**config.mk**
```make
export PLATFORM = sky130hd
export DESIGN_NAME = sm_mult_pipe
export DESIGN_NICKNAME = d
export VERILOG_FILES = /design/src/rtl/sa_pkg.sv /design/src/rtl/sm_mult_lane.sv /design/src/rtl/sm_mult_pipe.sv
export SDC_FILE = /design/constraint.sdc
export NUM_CORES = 1
export LEC_CHECK = 0
export ABC_AREA = 1
export CAP_MARGIN = 0
export CORE_ASPECT_RATIO = 1.25
export CORE_MARGIN = 2
export CORE_UTILIZATION = 45
export DETAILED_ROUTE_END_ITERATION = 8
export GPL_ROUTABILITY_DRIVEN = 0
export GPL_TIMING_DRIVEN = 0
export PLACE_DENSITY = 0.66
export REMOVE_ABC_BUFFERS = 1
export SLEW_MARGIN = 20
export SYNTH_ARGS = -nofsm -noshare
export SYNTH_HDL_FRONTEND = slang
export SYNTH_SLANG_ARGS = --single-unit
```
**constraint.sdc**
```tcl
create_clock -name clk -period 5.9 [get_ports clk]
set_clock_uncertainty 0.15 [all_clocks]
set_input_delay 1.18 -clock clk [delete_from_list [all_inputs] [get_ports clk]]
set_output_delay 1.18 -clock clk [all_outputs]
set_load 0.01 [all_outputs]
```
**src/rtl/sa_pkg.sv**
```systemverilog
// sa_pkg: shared widths and lane slicing helpers for the systolic array
// multiplier datapath.
package sa_pkg;

  localparam int SA_MAG_W  = 7;
  localparam int SA_PROD_W = 2 * SA_MAG_W;

  // Bit offset of a lane inside a flat vector of w-bit lanes.
  function automatic int lane_off(input int lane, input int w);
    return lane * w;
  endfunction

  // Bit offset of a lane inside the flat product vector (2*mag_w bits per lane).
  function automatic int prod_off(input int lane, input int mag_w);
    return lane * 2 * mag_w;
  endfunction

endpackage

```
**src/rtl/sm_mult_lane.sv**
```systemverilog
// sm_mult_lane: combinational sign-magnitude product for one lane.
// The sign arrives already XORed (and lane-enable masked) from the entry stage.
// Build option SM_NEG_ZERO_CLR_EN: a zero product always reports sign 0.
module sm_mult_lane
  import sa_pkg::*;
#(
  parameter int MAG_W = SA_MAG_W
) (
  input  logic                 sign_in,
  input  logic [MAG_W-1:0]     a_mag,
  input  logic [MAG_W-1:0]     b_mag,
  output logic                 p_sign,
  output logic [2*MAG_W-1:0]   p_mag
);

  localparam int PROD_W = 2 * MAG_W;

  logic [PROD_W-1:0] a_ext;
  logic [PROD_W-1:0] b_ext;

  // Full-width unsigned product; sign is optionally forced positive on zero.
  always_comb begin
    a_ext = {{MAG_W{1'b0}}, a_mag};
    b_ext = {{MAG_W{1'b0}}, b_mag};
    p_mag = a_ext * b_ext;
`ifdef SM_NEG_ZERO_CLR_EN
    p_sign = sign_in && (p_mag != '0);
`else
    p_sign = sign_in;
`endif
  end

endmodule

```
**src/rtl/sm_mult_pipe.sv**
```systemverilog
// sm_mult_pipe: multi-lane pipelined sign-magnitude multiplier with a
// valid/ready handshake. Stage 1 captures the masked sign XOR and both
// magnitudes, middle stages are plain delay, and the final stage registers
// the product. All stages advance together whenever the output is not held.
// Build option SM_NEG_ZERO_CLR_EN: zero-magnitude products never carry sign 1.
module sm_mult_pipe
  import sa_pkg::*;
#(
  parameter int MAG_W  = SA_MAG_W,
  parameter int LANES  = 4,
  parameter int STAGES = 2
) (
  input  logic                      clk,
  input  logic                      reset,
  input  logic                      in_valid,
  output logic                      in_ready,
  input  logic [LANES-1:0]          lane_en,
  input  logic [LANES-1:0]          a_sign,
  input  logic [LANES*MAG_W-1:0]    a_mag,
  input  logic [LANES-1:0]          b_sign,
  input  logic [LANES*MAG_W-1:0]    b_mag,
  output logic                      out_valid,
  input  logic                      out_ready,
  output logic [LANES-1:0]          p_sign,
  output logic [LANES*2*MAG_W-1:0]  p_mag
);

  localparam int PROD_W = 2 * MAG_W;
  localparam int MID_N  = (STAGES > 1) ? STAGES - 1 : 1;

  if (STAGES < 1 || STAGES > 4) begin : g_bad_stages
    $error("sm_mult_pipe: STAGES must be in 1..4");
  end

  logic                     adv;
  logic                     accept;

  logic [LANES-1:0]         ent_sign;
  logic [LANES*MAG_W-1:0]   ent_amag;
  logic [LANES*MAG_W-1:0]   ent_bmag;

  logic                     feed_vld;
  logic [LANES-1:0]         feed_sign;
  logic [LANES*MAG_W-1:0]   feed_amag;
  logic [LANES*MAG_W-1:0]   feed_bmag;

  logic [LANES-1:0]         lane_sign;
  logic [LANES*PROD_W-1:0]  lane_mag;

  logic                     out_valid_q, out_valid_d;
  logic [LANES-1:0]         p_sign_q, p_sign_d;
  logic [LANES*PROD_W-1:0]  p_mag_q, p_mag_d;

  // Global advance: everything moves unless a presented result is being held.
  always_comb begin
    adv    = !out_valid_q || out_ready;
    accept = in_valid && adv;
  end

  assign in_ready = adv;

  // Entry conditioning: disabled lanes carry sign 0 and zero magnitudes so
  // their product comes out as +0 without any special case downstream.
  always_comb begin
    ent_sign = '0;
    ent_amag = '0;
    ent_bmag = '0;
    for (int i = 0; i < LANES; i++) begin
      if (lane_en[i]) begin
        ent_sign[i] = a_sign[i] ^ b_sign[i];
        ent_amag[lane_off(i, MAG_W) +: MAG_W] = a_mag[lane_off(i, MAG_W) +: MAG_W];
        ent_bmag[lane_off(i, MAG_W) +: MAG_W] = b_mag[lane_off(i, MAG_W) +: MAG_W];
      end
    end
  end

  if (STAGES > 1) begin : g_mid
    logic [MID_N-1:0]                    vld_q, vld_d;
    logic [MID_N-1:0][LANES-1:0]         sign_q, sign_d;
    logic [MID_N-1:0][LANES*MAG_W-1:0]   amag_q, amag_d;
    logic [MID_N-1:0][LANES*MAG_W-1:0]   bmag_q, bmag_d;

    // Delay line: entry slot captures an accepted bundle (bubble otherwise),
    // later slots copy forward; data only moves alongside a valid bundle.
    always_comb begin
      vld_d  = vld_q;
      sign_d = sign_q;
      amag_d = amag_q;
      bmag_d = bmag_q;
      if (adv) begin
        vld_d[0] = accept;
        if (accept) begin
          sign_d[0] = ent_sign;
          amag_d[0] = ent_amag;
          bmag_d[0] = ent_bmag;
        end
        for (int k = 1; k < MID_N; k++) begin
          vld_d[k] = vld_q[k-1];
          if (vld_q[k-1]) begin
            sign_d[k] = sign_q[k-1];
            amag_d[k] = amag_q[k-1];
            bmag_d[k] = bmag_q[k-1];
          end
        end
      end
    end

    // Stage registers; reset drops every in-flight bundle.
    always_ff @(posedge clk or posedge reset) begin
      if (reset) begin
        vld_q  <= '0;
        sign_q <= '0;
        amag_q <= '0;
        bmag_q <= '0;
      end else begin
        vld_q  <= vld_d;
        sign_q <= sign_d;
        amag_q <= amag_d;
        bmag_q <= bmag_d;
      end
    end

    assign feed_vld  = vld_q[MID_N-1];
    assign feed_sign = sign_q[MID_N-1];
    assign feed_amag = amag_q[MID_N-1];
    assign feed_bmag = bmag_q[MID_N-1];
  end else begin : g_direct
    // Single-stage build: the final register multiplies straight off the inputs.
    assign feed_vld  = accept;
    assign feed_sign = ent_sign;
    assign feed_amag = ent_amag;
    assign feed_bmag = ent_bmag;
  end

  for (genvar g = 0; g < LANES; g++) begin : g_lane
    sm_mult_lane #(
      .MAG_W (MAG_W)
    ) u_lane (
      .sign_in (feed_sign[g]),
      .a_mag   (feed_amag[lane_off(g, MAG_W) +: MAG_W]),
      .b_mag   (feed_bmag[lane_off(g, MAG_W) +: MAG_W]),
      .p_sign  (lane_sign[g]),
      .p_mag   (lane_mag[prod_off(g, MAG_W) +: PROD_W])
    );
  end

  // Final stage: load products on advance; bubbles leave the data untouched.
  always_comb begin
    out_valid_d = out_valid_q;
    p_sign_d    = p_sign_q;
    p_mag_d     = p_mag_q;
    if (adv) begin
      out_valid_d = feed_vld;
      if (feed_vld) begin
        p_sign_d = lane_sign;
        p_mag_d  = lane_mag;
      end
    end
  end

  // Output registers.
  always_ff @(posedge clk or posedge reset) begin
    if (reset) begin
      out_valid_q <= 1'b0;
      p_sign_q    <= '0;
      p_mag_q     <= '0;
    end else begin
      out_valid_q <= out_valid_d;
      p_sign_q    <= p_sign_d;
      p_mag_q     <= p_mag_d;
    end
  end

  assign out_valid = out_valid_q;
  assign p_sign    = p_sign_q;
  assign p_mag     = p_mag_q;

endmodule

```
Word level (Yosys, flattened, before mapping)
Index checks and enable logic that the tools add are counted.
Word-level totals
  register bits after elaboration: 122
  bits in latches: 0
  RAM bits: 0
  memory bits (read-only): 0
  output and inout port bits: 62
  memories kept: 0
Cells by class
  $add $sub $neg: 0
  multiply operators: 4
  divide/modulo/power cells: 0
  $lt $le $gt $ge: 0
  eq/ne operators: 0
  shifts and indexed selects: 0
  multiplexer cells: 12
  bitwise logic cells: 4
  reduce and logical (&&, ||, !) cells: 5
Operators with widths (number)
  7-bit by 7-bit multiplier with 14-bit output: 4
  7-bit 2-to-1 mux: 8
  1-bit 2-to-1 mux: 4
  2-bit AND reduction: 2
  1-bit bitwise XOR: 4
  1-bit logical AND: 1
  1-bit logical NOT: 1
  1-bit logical OR: 1

Longest topological paths before layout
Gate-level depths: netlist of run 1.
  word-level depth: 4
  depth in mapped cells: 21

By module
A second synthesis of run 1 with hierarchy kept.
Second synthesis, totals
  cells, all modules: 1601
  area total of the unflattened synthesis: 11881.4 um^2
Modules (own cells, without submodules)
  sm_mult_pipe: times used 1, cells each 543, area each 4922.2 um^2, sequential area each 3052.9 um^2
  sm_mult_lane (g_lane[2].u_lane ...): times used 2, cells each 266, area each 1745.4 um^2, sequential area each 0.0 um^2
  sm_mult_lane (g_lane[0].u_lane ...): times used 2, cells each 263, area each 1734.2 um^2, sequential area each 0.0 um^2

Least setup slack after synthesis of run 1
Ideal clock, no wire load.
  kind: register to register
  start point: register g_mid.bmag_q, in the netlist feed_bmag[8]
  end point: register p_mag_q[23] (netlist: p_mag[23])
  library setup time: 0.065 ns
  data arrival time: 3.663 ns
  required time: 5.685 ns
  slack: 2.022 ns
  stages on the path, launching flop included: 20
  period minus slack after synthesis: 3.878 ns
  cells stage by stage: dfrtp_1 > clkbuf_1 > nand2_1 > inv_1 > fa_1 > inv_1 > fa_1 > inv_1 > fa_1 > inv_1 > fa_1 > inv_1 > ha_1 > nand2_1 > nor2_1 > nand2_1 > nand2_1 > xor2_1 > nand2_1 > nand2_1
On the way
  cells in the longest elaborated chain, start to end: 1
RTL lines
  from (decl): line sm_mult_pipe.sv:81  | logic [MID_N-1:0][LANES*MAG_W-1:0] bmag_q, bmag_d;
  from (signal assigned): line sm_mult_pipe.sv:119  | bmag_q <= bmag_d;
  7-bit by 7-bit multiplier with 14-bit output: line sm_mult_lane.sv:25  | p_mag = a_ext * b_ext;
  to (signal assigned): line sm_mult_pipe.sv:170  | p_mag_q <= p_mag_d;
  to (decl): line sm_mult_pipe.sv:52  | logic [LANES*PROD_W-1:0] p_mag_q, p_mag_d;
No other way between the ends.
A chain may end at the register's enable or synchronous reset.

Final worst setup path of run 1
  start point: register g_mid.amag_q, in the netlist feed_amag[26]
  end point: register p_mag_q[50] (netlist: p_mag[50])
On the way
  cells in the longest elaborated chain, start to end: 1
RTL lines
  from (decl): line sm_mult_pipe.sv:80  | logic [MID_N-1:0][LANES*MAG_W-1:0] amag_q, amag_d;
  from (signal assigned): line sm_mult_pipe.sv:118  | amag_q <= amag_d;
  7-bit by 7-bit multiplier with 14-bit output: line sm_mult_lane.sv:25
No other way between the ends.

==> flow_summary_export.csv, run 1 <==
group,metric,value,unit
sta,setup_ws,1.701,ns
sta,max_freq,0.2381,GHz
logic_synthesis,postSynth.asyncResetShare,1.000,
floorplanning,num_rows,66,
logic_synthesis,synthTopCellsByArea,"dfrtp_1, nand2_1, fa_1",
global_route,antenna_found_initial,1,
floorplanning,io_pins,134,
final_layout,utilization,0.5360,
logic_synthesis,yosys-top-cells-count,"nand2_1, inv_1, ha_1",
sta,setup_viol,0,
critical_path,cp.required,6.06,ns
sta,tightest_slew,0.9432,ns
critical_path,worstPathCellList,"nand2_1 > inv_1 > fa_1 > inv_1 > fa_1 > inv_1 > fa_1 > inv_1 > fa_1 > inv_1 > ha_1 > nand2_1 > nor2_1 > nand2_1 > nand3_1 > a21oi_1 > o21ai_1 > nand2_1",
clock_tree,cts_tree,"yes",
routing,vias,9700,
critical_path,slowest_stage,"fa_1",
critical_path,critPathKind,"register to register",
placement,dp.cells,2007,
logic_synthesis,synthAdderAreaFrac,0.2976,
clock_tree,clock_path_buffers,2,
placement,dp_slack,1.750,ns
final_layout,area_growth,17.38,%
logic_synthesis,synth_simple_gate_area_frac,0.2476,
logic_synthesis,avgSynthCellArea,7.345,um2
floorplanning,fp.dieH,185.4,um
routing,wl,25880,um
critical_path,cpMostUsedCell,"inv_1",
logic_synthesis,synth-edff-count,0,
floorplanning,coreArea,25930,um2
clock_tree,cts_resized,0,
critical_path,worstPathMaxFanout,8,
power_and_ir_drop,peakVddDrop,0.0002046,V
logic_synthesis,synthXorXnorAreaFrac,0.01627,
routing,dr.pass1.iters,5,
final_layout,nNetsFinal,1982,
clock_tree,root_buffer,"clkbuf_16",
power_and_ir_drop,power-per-cell-area,249.5,nW/um2
critical_path,cp-end-kind,"register",
global_route,grt_pass1_wl,45080,um
final_layout,final_cell_count_no_fill,2038,
sta,worst_hold_slack,0.3189,ns
logic_synthesis,synth_ff_type,"dfrtp_1",
clock_tree,clock_sinks,122,
logic_synthesis,ys_warn_count,0,
clock_tree,cts_max_level,4,
critical_path,cp_top_family,"adder cells",
sta,finalMaxSlewViolations,0,
global_route,first_global_vias,9682,
worst_hold_path,hold_path.class,"register to register",
placement,dp_hpwl,19880,um
sta,relSlewSlack,0.3712,
logic_synthesis,synthCells,1612,
routing,viasPerCell,4.760,
final_layout,drive_gt1_frac,0.02415,
critical_path,slowest_delay,0.54,ns
clock_tree,cts.clk_slew.worst_paths,0.06,ns
sta,hold_viol,0,
placement,placed_cell_area,13270,um2
logic_synthesis,synth_mux_area_frac,0,
logic_synthesis,syn_area,11840,um2
floorplanning,die_area,27630,um2
routing,wl_per_cell,12.70,um
routing,drt_iter0_drc,395,
global_route,grtUsageTotal,0.2028,
clock_tree,clk_latency,0.43,ns
critical_path,cp_data_arrival_time,4.36,ns
sta,rsz0062_at_grt,"false",
critical_path,cp-start-kind,"register",
global_route,grt_start_max_net_pins,107,
clock_tree,postCtsSetupBuffers,0,
power_and_ir_drop,p_leak,8.596,nW
logic_synthesis,seq_area_frac_synth,0.2578,
floorplanning,start_util,0.4566,
clock_tree,cts_hold_buffers,0,
clock_tree,cts_made_buffers,17,
logic_synthesis,yosys.area.top_type_share,0.2578,
logic_synthesis,ys_ff_latch,122,
routing,post-route-drc-count,0,
floorplanning,die_w,149.1,um
status,status,"completed",
final_layout,insertedDiodeCount,0,
logic_synthesis,synth_top_family_by_area,"adder cells",
logic_synthesis,synth.distinct_cells,24,
logic_synthesis,synth_compound_area_frac,0.04607,
placement,portBuffers,133,
job,maxCapViolations,0,
routing,ant_nets,0,
logic_synthesis,netlist.top_cell.by_area,"dfrtp_1",
final_layout,finalInstanceArea,13900,um2
sta,period_needed,4.199,ns
critical_path,path_buf_inv,5,
sta,period_share,0.7117,
logic_synthesis,synth_most_common_cell,"nand2_1",
global_route,grt-ovfl-total,0,
## report_power, final
| group | internal [mW] | switching (mW) |
|---|---|---|
| clock | 0.724 | 0.420 |
| combinational | 0.538 | 0.604 |
| sequential | 1.00 | 0.180 |
| total | 2.26 | 1.20 |
## placed cells by master, fill, tap and decap left out, types with 5 or more instances in the layout
master           count
xor2_1              14
fa_1                96
a21oi_1             19
xnor2_1              8
inv_1              317
o21ai_0             59
clkdlybuf4s50_1    133
clkbuf_16           17
ha_1               128
nor2_1              44
nand3b_1             5
o21ai_1             23
clkinvlp_4           5
nand4_1             12
dfrtp_1            122
nand2_1            598
nand3_1             73
## state kept, by name, summed over array words and instances, names as in the netlist
name,count
feed_sign,4
p_mag,56
out_valid,1
feed_amag,28
feed_bmag,28
feed_vld,1
p_sign,4
## worst min-delay path, stage by stage (launching register included)
cell and delay (ns):
dfrtp_1 0.34, nand2_1 0.05, nand2_1 0.04
## final timing paths
check | slack [ns] | start | to | depth (start not counted)
setup / recovery | 1.70 | feed_amag[26] | p_mag[50] | 18
hold / removal | 0.32 | p_mag[30] | p_mag[30] | 2
setup reg to reg | 1.70 | feed_amag[26] | p_mag[50] | 18
hold reg to reg | 0.32 | p_mag[30] | p_mag[30] | 2
max in group asynchronous | 3.89 | reset | p_mag[51] | 3
min in group asynchronous | 1.01 | reset | p_mag[40] | 2
## cell type report
| cell class | count | area (um2) |
|---|---|---|
| multi-input combinational | 1089 | 7193 |
| sequential | 122 | 3053 |
| clock buffer | 19 | 452.9 |
| inverter | 321 | 1215 |
| clock inverter | 12 | 172.7 |
| timing repair buffer | 135 | 1386 |
| fill | 2506 | 12030 |
| tap | 340 | 425.4 |
## metal layers
layer  track usage  routed length, um
met5             0                 13
met1        0.2463              11290
met4       0.06248                434
met3       0.03842               1060
met2        0.3631              13080
## kinds of logic after synthesis
| kind of cell | count (synthesis) |
|---|---|
| xor+xnor | 22 |
| compound gates | 107 |
| buf+inv | 401 |
| simple gates | 736 |
| flops | 122 |
| fa+ha+maj | 224 |
## per-stage QoR
stage                     TNS [ns]  power [mW]
after global routing             0       3.717
after CTS                        0       3.511
final                            0       3.467
after detailed placement         0       2.348
after global placement      -76.01       2.312
after floorplan                  0       1.830
(Power assumes the default switching activity.)
==> inputs of run 2 (changes only) <==
Settings changed: PLACE_DENSITY 0.66 to 0.69.
Clock period 5.9 ns to 3.7 ns, I/O delays scaled along.
==> run 2 against run 1 <==
The flow now finishes with violations (negative setup slack). Clock power is 52% higher. Global-route usage is 1.2 points higher. Routed wire length is 9.8% higher. Cell count is 1.9% higher. Critical path type unchanged. Non-clock buffer count is 38 higher. Via count is 4.9% higher. Flip-flop and latch count stayed put. Worst setup slack worse by 2.0 ns. Die area stayed put. Critical path depth is 2 higher. Combinational power is 100% higher. Largest cell class unchanged.
==> flow_summary_export.csv, run 2 (synthesis results as in run 1) <==
group,metric,value,unit
status,violations,"negative setup slack",
floorplanning,num_rows,66,
floorplanning,fp.dieH,185.4,um
placement,portBuffers,133,
final_layout,drive_gt1_frac,0.1589,
status,status,"finished, violations left",
critical_path,cp_data_arrival_time,4.23,ns
global_route,antenna_found_initial,0,
critical_path,worstReg2RegStart,"feed_bmag[3]",
final_layout,insertedDiodeCount,0,
final_layout,area_growth,25.24,%
power_and_ir_drop,power-per-cell-area,395.1,nW/um2
final_layout,largest_reg_flops,56,
clock_tree,root_buffer,"clkbuf_16",
sta,tightest_slew,0.9771,ns
floorplanning,die_area,27630,um2
sta,finalMaxSlewViolations,0,
sta,max_freq,0.2496,GHz
final_layout,layout_commonest_cell,"nand2_1",
clock_tree,clock_path_buffers,2,
floorplanning,coreArea,25930,um2
placement,dp.cells,2007,
routing,post-route-drc-count,0,
sta,setup_viol,30,
sta,period_share,1.083,
critical_path,r2r_end,"p_mag[9]",
global_route,first_global_vias,10380,
final_layout,final_cell_count_no_fill,2077,
critical_path,cp-start-kind,"register",
critical_path,cp.required,3.92,ns
clock_tree,cts_max_level,4,
sta,hold_viol,0,
sta,period_needed,4.007,ns
critical_path,worstPathMaxFanout,5,
clock_tree,cts_made_buffers,17,
clock_tree,cts.clk_slew.worst_paths,0.06,ns
critical_path,cp-end-kind,"register",
worst_hold_path,hold_path.class,"register to register",
floorplanning,die_w,149.1,um
routing,ant_nets,0,
critical_path,endpoint,"p_mag[9]",
final_layout,nNetsFinal,2020,
clock_tree,clock_sinks,122,
sta,worst_hold_slack,0.3182,ns
global_route,grt-ovfl-total,0,
routing,dr.pass1.iters,5,
sta,rsz0062_at_grt,"true",
clock_tree,clk_latency,0.44,ns
sta,relSlewSlack,0.3486,
placement,placed_cell_area,13260,um2
final_layout,finalInstanceArea,14830,um2
routing,wl,28410,um
power_and_ir_drop,p_leak,8.876,nW
routing,vias,10180,
global_route,grtUsageTotal,0.2144,
job,maxCapViolations,0,
sta,setup_ws,-0.3065,ns
routing,drt_iter0_drc,437,
global_route,grt_pass1_wl,47800,um
critical_path,rr_worst_depth,20,
floorplanning,io_pins,134,
floorplanning,start_util,0.4566,
routing,wl_per_cell,13.68,um
placement,dp_hpwl,19630,um
clock_tree,cts_hold_buffers,0,
global_route,grt_start_max_net_pins,107,
clock_tree,cts_tree,"yes",
critical_path,startpoint,"feed_bmag[3]",
routing,viasPerCell,4.901,
power_and_ir_drop,peakVddDrop,0.0003262,V
final_layout,layout_common_cells,"nand2_1, inv_1, clkdlybuf4s50_1",
critical_path,rrSetupSlack,-0.31,ns
critical_path,critPathKind,"register to register",
## run 2: changes by cell type in the layout (fill, tap and decap cells not counted), sizes merged
cell / delta
buf: +38
clkinv: +2
bufinv: -2
clkinvlp: -1
inv: +2
## run 2: stage by stage
| step | total power [mW] | setup WS (ns) | utilization | TNS, ns |
|---|---|---|---|---|
| floorplan | 2.917 | -0.4325 | - | -54.86 |
| global placement | 3.686 | -2.345 | 0.5094 | -296.89 |
| detailed placement | 3.747 | -0.4795 | 0.5115 | -10.05 |
| CTS | 5.785 | -0.2416 | 0.5583 | -4.341 |
| global route | 6.258 | -0.4914 | 0.5718 | -10.58 |
| finish | 5.858 | -0.3065 | 0.5718 | -5.429 |
## run 2: worst max-delay path: stages, from the launching register on
cell and delay [ns]:
dfrtp_2 0.45, nand2_2 0.08, inv_2 0.04, fa_1 0.55, inv_2 0.04, fa_1 0.49, inv_1 0.05, fa_1 0.52
inv_2 0.05, fa_1 0.52, inv_2 0.05, ha_4 0.30, nand2_2 0.06, nand2_2 0.10, nand2_2 0.07, nand2_2 0.07
inv_2 0.03, nand2_2 0.04, xor2_1 0.13, nand2_1 0.06, nand2_1 0.08
## run 2: what timing repair did
item                       CTS  global route
setup endpoints to repair   32            33
gates cloned                 0             0
buffers inserted            30             8
resized for setup          141            94
pin swaps                   55            56
## run 2: layout make-up
class,instances,area (um2)
clock buffers,19,452.9
clock inverters,13,143.9
fillers,2333,11100
inverters,321,1217
multi-input cells,1089,7794
flip-flops and latches,122,3100
well taps,340,425.4
repair buffers,173,1694
## run 2: how the worst min path moves through the flow
stage              start        end  slack (ns)  cells past startpoint
6_report        p_mag[8]   p_mag[8]        0.32                      2
2_1_floorplan   feed_vld  out_valid        0.31                      2
3_5_place_dp   p_mag[16]  p_mag[16]        0.31                      2
5_1_grt        p_mag[16]  p_mag[16]        0.34                      2
4_1_cts        p_mag[16]  p_mag[16]        0.33                      2
3_3_place_gp   p_mag[44]  p_mag[44]        0.30                      2
## run 2: metal layers
layer  vias to the layer above  share of wire  track usage
met2                       234           0.52       0.3880
li1                       5046              -            -
met5                         -              0            0
met1                      4829           0.41       0.2522
met4                         0          0.030      0.08914
met3                        70          0.039      0.03300
## run 2: power by group
group	internal (mW)	switching (mW)
Sequential	1.61	0.241
Combinational	1.07	1.22
Clock	1.03	0.694
==> inputs of run 3 (changes only) <==
Settings changed: CORE_MARGIN 2 to not set, PLACE_DENSITY 0.69 to not set, PLACE_DENSITY_LB_ADDON set to 0.2.
==> run 3 against run 2 <==
The run still ends with negative setup slack left. Routed wire length shrank 0.61%. Core utilization grew 0.13 points. Clock-buffer cell count grew 2. Global-route usage grew 0.81 points. First-iteration DRC count shrank 2.3%. Combinational power is essentially flat. Die area shrank 2.4%. Worst setup slack gained 0.047 ns. Critical path depth shrank 2. Sequential power is essentially flat. Via count shrank 0.42%. Sequential share of layout area is essentially flat. Largest cell class unchanged. Largest power group unchanged.
==> flow_summary_export.csv, run 3 (synthesis results as in run 1) <==
group,metric,value,unit
clock_tree,clock_sinks,122,
routing,wl,28240,um
sta,period_share,1.070,
global_route,first_global_vias,10150,
final_layout,nNetsFinal,2024,
floorplanning,coreArea,25930,um2
power_and_ir_drop,power-per-cell-area,395.5,nW/um2
final_layout,seq_area,3105,um2
sta,tightest_slew,0.9901,ns
final_layout,area_growth,25.51,%
critical_path,slowest_stage,"fa_1",
sta,setup_ws,-0.2600,ns
power_and_ir_drop,total_power,5.878,mW
final_layout,insertedDiodeCount,0,
floorplanning,fp.dieH,183.4,um
global_route,met1_usage,0.2650,
status,violations,"negative setup slack",
final_layout,layout_commonest_cell,"nand2_1",
clock_tree,cts_hold_buffers,0,
power_and_ir_drop,p_leak,8.870,nW
final_layout,nFillCells,2372,
sta,period_needed,3.960,ns
critical_path,critPathKind,"register to register",
critical_path,cp_data_arrival_time,4.12,ns
global_route,antenna_found_initial,0,
global_route,use_met2,0.3975,
floorplanning,start_util,0.4566,
clock_tree,clock_path_buffers,2,
status,status,"finished, violations left",
routing,drt_iter0_drc,427,
clock_tree,cts_max_level,4,
critical_path,cp-end-kind,"register",
critical_path,path_buf_inv,5,
critical_path,cpMostUsedCell,"inv_2",
global_route,grtUsageTotal,0.2226,
worst_hold_path,worstHoldStart,"p_mag[11]",
routing,vias,10140,
final_layout,largest_reg_flops,56,
sta,relSlewSlack,0.3399,
clock_tree,cts_made_buffers,17,
sta,hold_viol,0,
sta,setup_viol,27,
critical_path,worstReg2RegStart,"feed_bmag[1]",
clock_tree,clk_latency,0.43,ns
placement,dp_slack,-0.4338,ns
power_and_ir_drop,peakVddDrop,0.0002922,V
job,maxCapViolations,0,
worst_hold_path,hold_path.class,"register to register",
critical_path,worstPathCellList,"nand2_2 > inv_2 > fa_1 > inv_2 > fa_1 > inv_2 > fa_1 > inv_2 > fa_1 > inv_2 > ha_4 > nand2_4 > nor2_4 > nand2_2 > nand3_2 > a21oi_1 > o21ai_1 > nand2_1",
final_layout,utilization,0.5731,
critical_path,cp.required,3.86,ns
sta,rsz0062_at_grt,"true",
final_layout,final_cell_count_no_fill,2081,
routing,wl_per_cell,13.57,um
routing,ant_nets,0,
critical_path,startpoint,"feed_bmag[1]",
global_route,grt_pass1_wl,48110,um
placement,dp_hpwl,19890,um
clock_tree,root_buffer,"clkbuf_16",
floorplanning,num_rows,66,
placement,portBuffers,133,
routing,viasPerCell,4.871,
global_route,grt-ovfl-total,0,
routing,post-route-drc-count,0,
critical_path,cp_top_family,"adder cells",
final_layout,drive_gt1_frac,0.1545,
routing,dr.pass1.iters,5,
placement,dp.cells,2007,
floorplanning,die_area,26970,um2
global_route,busiest_layer,"met2",
floorplanning,io_pins,134,
global_route,grt_start_max_net_pins,107,
floorplanning,die_w,147.1,um
global_route,grt_util_met3,0.03532,
sta,tns,-4.228,ns
critical_path,cp-start-kind,"register",
clock_tree,cts.clk_slew.worst_paths,0.06,ns
sta,max_freq,0.2525,GHz
clock_tree,cts_tree,"yes",
critical_path,slowest_delay,0.56,ns
final_layout,multi_input_area,7801,um2
critical_path,rrSetupSlack,-0.26,ns
final_layout,layout_common_cells,"nand2_1, inv_1, clkdlybuf4s50_1",
critical_path,worstPathMaxFanout,4,
sta,finalMaxSlewViolations,0,
==> run 3: cell count changes in the layout (fill, tap and decap cells not counted), sizes merged <==
cell | previous run | this run
buf | 40 | 44
bufinv | 2 | 3
clkbuf | 19 | 21
clkinv | 5 | 6
clkinvlp | 4 | 2
inv | 323 | 321
==> run 3: worst paths after layout <==
path	end	cells after the start
min in group asynchronous	feed_amag[11]	2
worst max register to register	p_mag[8]	18
worst min register to register	p_mag[11]	2
worst max-delay path	p_mag[8]	18
worst min-delay path	p_mag[11]	2
max in group asynchronous	feed_bmag[2]	3
==> run 3: routing by layer <==
metal  part of all wire  vias to the layer above
met5                  0                        -
met2               0.51                      235
met1               0.42                     4784
met4              0.028                        0
li1                   -                     5061
met3              0.037                       56
==> run 3: worst register-to-register path: cells and delay by family, from the launching register on <==
kind / cells / cell delay (ns)
compound gates: 2 / 0.19
simple gates: 6 / 0.49
buf+inv: 5 / 0.21
fa+ha+maj: 5 / 2.39
flops: 1 / 0.43
==> run 3: layout make-up <==
cell class | instances | share of cell area
Multi-Input combinational cell | 1089 | 0.5250
Sequential cell | 122 | 0.2090
Timing Repair Buffer | 177 | 0.1155
Inverter | 321 | 0.08175
Clock buffer | 21 | 0.03031
Tap cell | 340 | 0.02863
Clock inverter | 11 | 0.009851
==> run 3: repair_timing <==
item,4_1_cts,5_1_grt
pin swaps,58,52
buffers inserted,35,7
resized for setup,128,94
endpoints found under the setup margin,32,34
==> run 3: metrics by stage <==
step           area (um2)  hold WS, ns
2_1_floorplan       11450       0.3127
3_3_place_gp        13210       0.3050
3_5_place_dp        13270       0.3119
4_1_cts             14540       0.3218
5_1_grt             14860       0.3380
6_report            14860       0.3184
==> run 3: report_power, final <==
group | internal (mW) | total (mW) | switching [mW]
sequential | 1.61 | 1.84 | 0.234
combinational | 1.07 | 2.29 | 1.22
clock | 1.08 | 1.74 | 0.666
total | 3.76 | 5.88 | 2.12
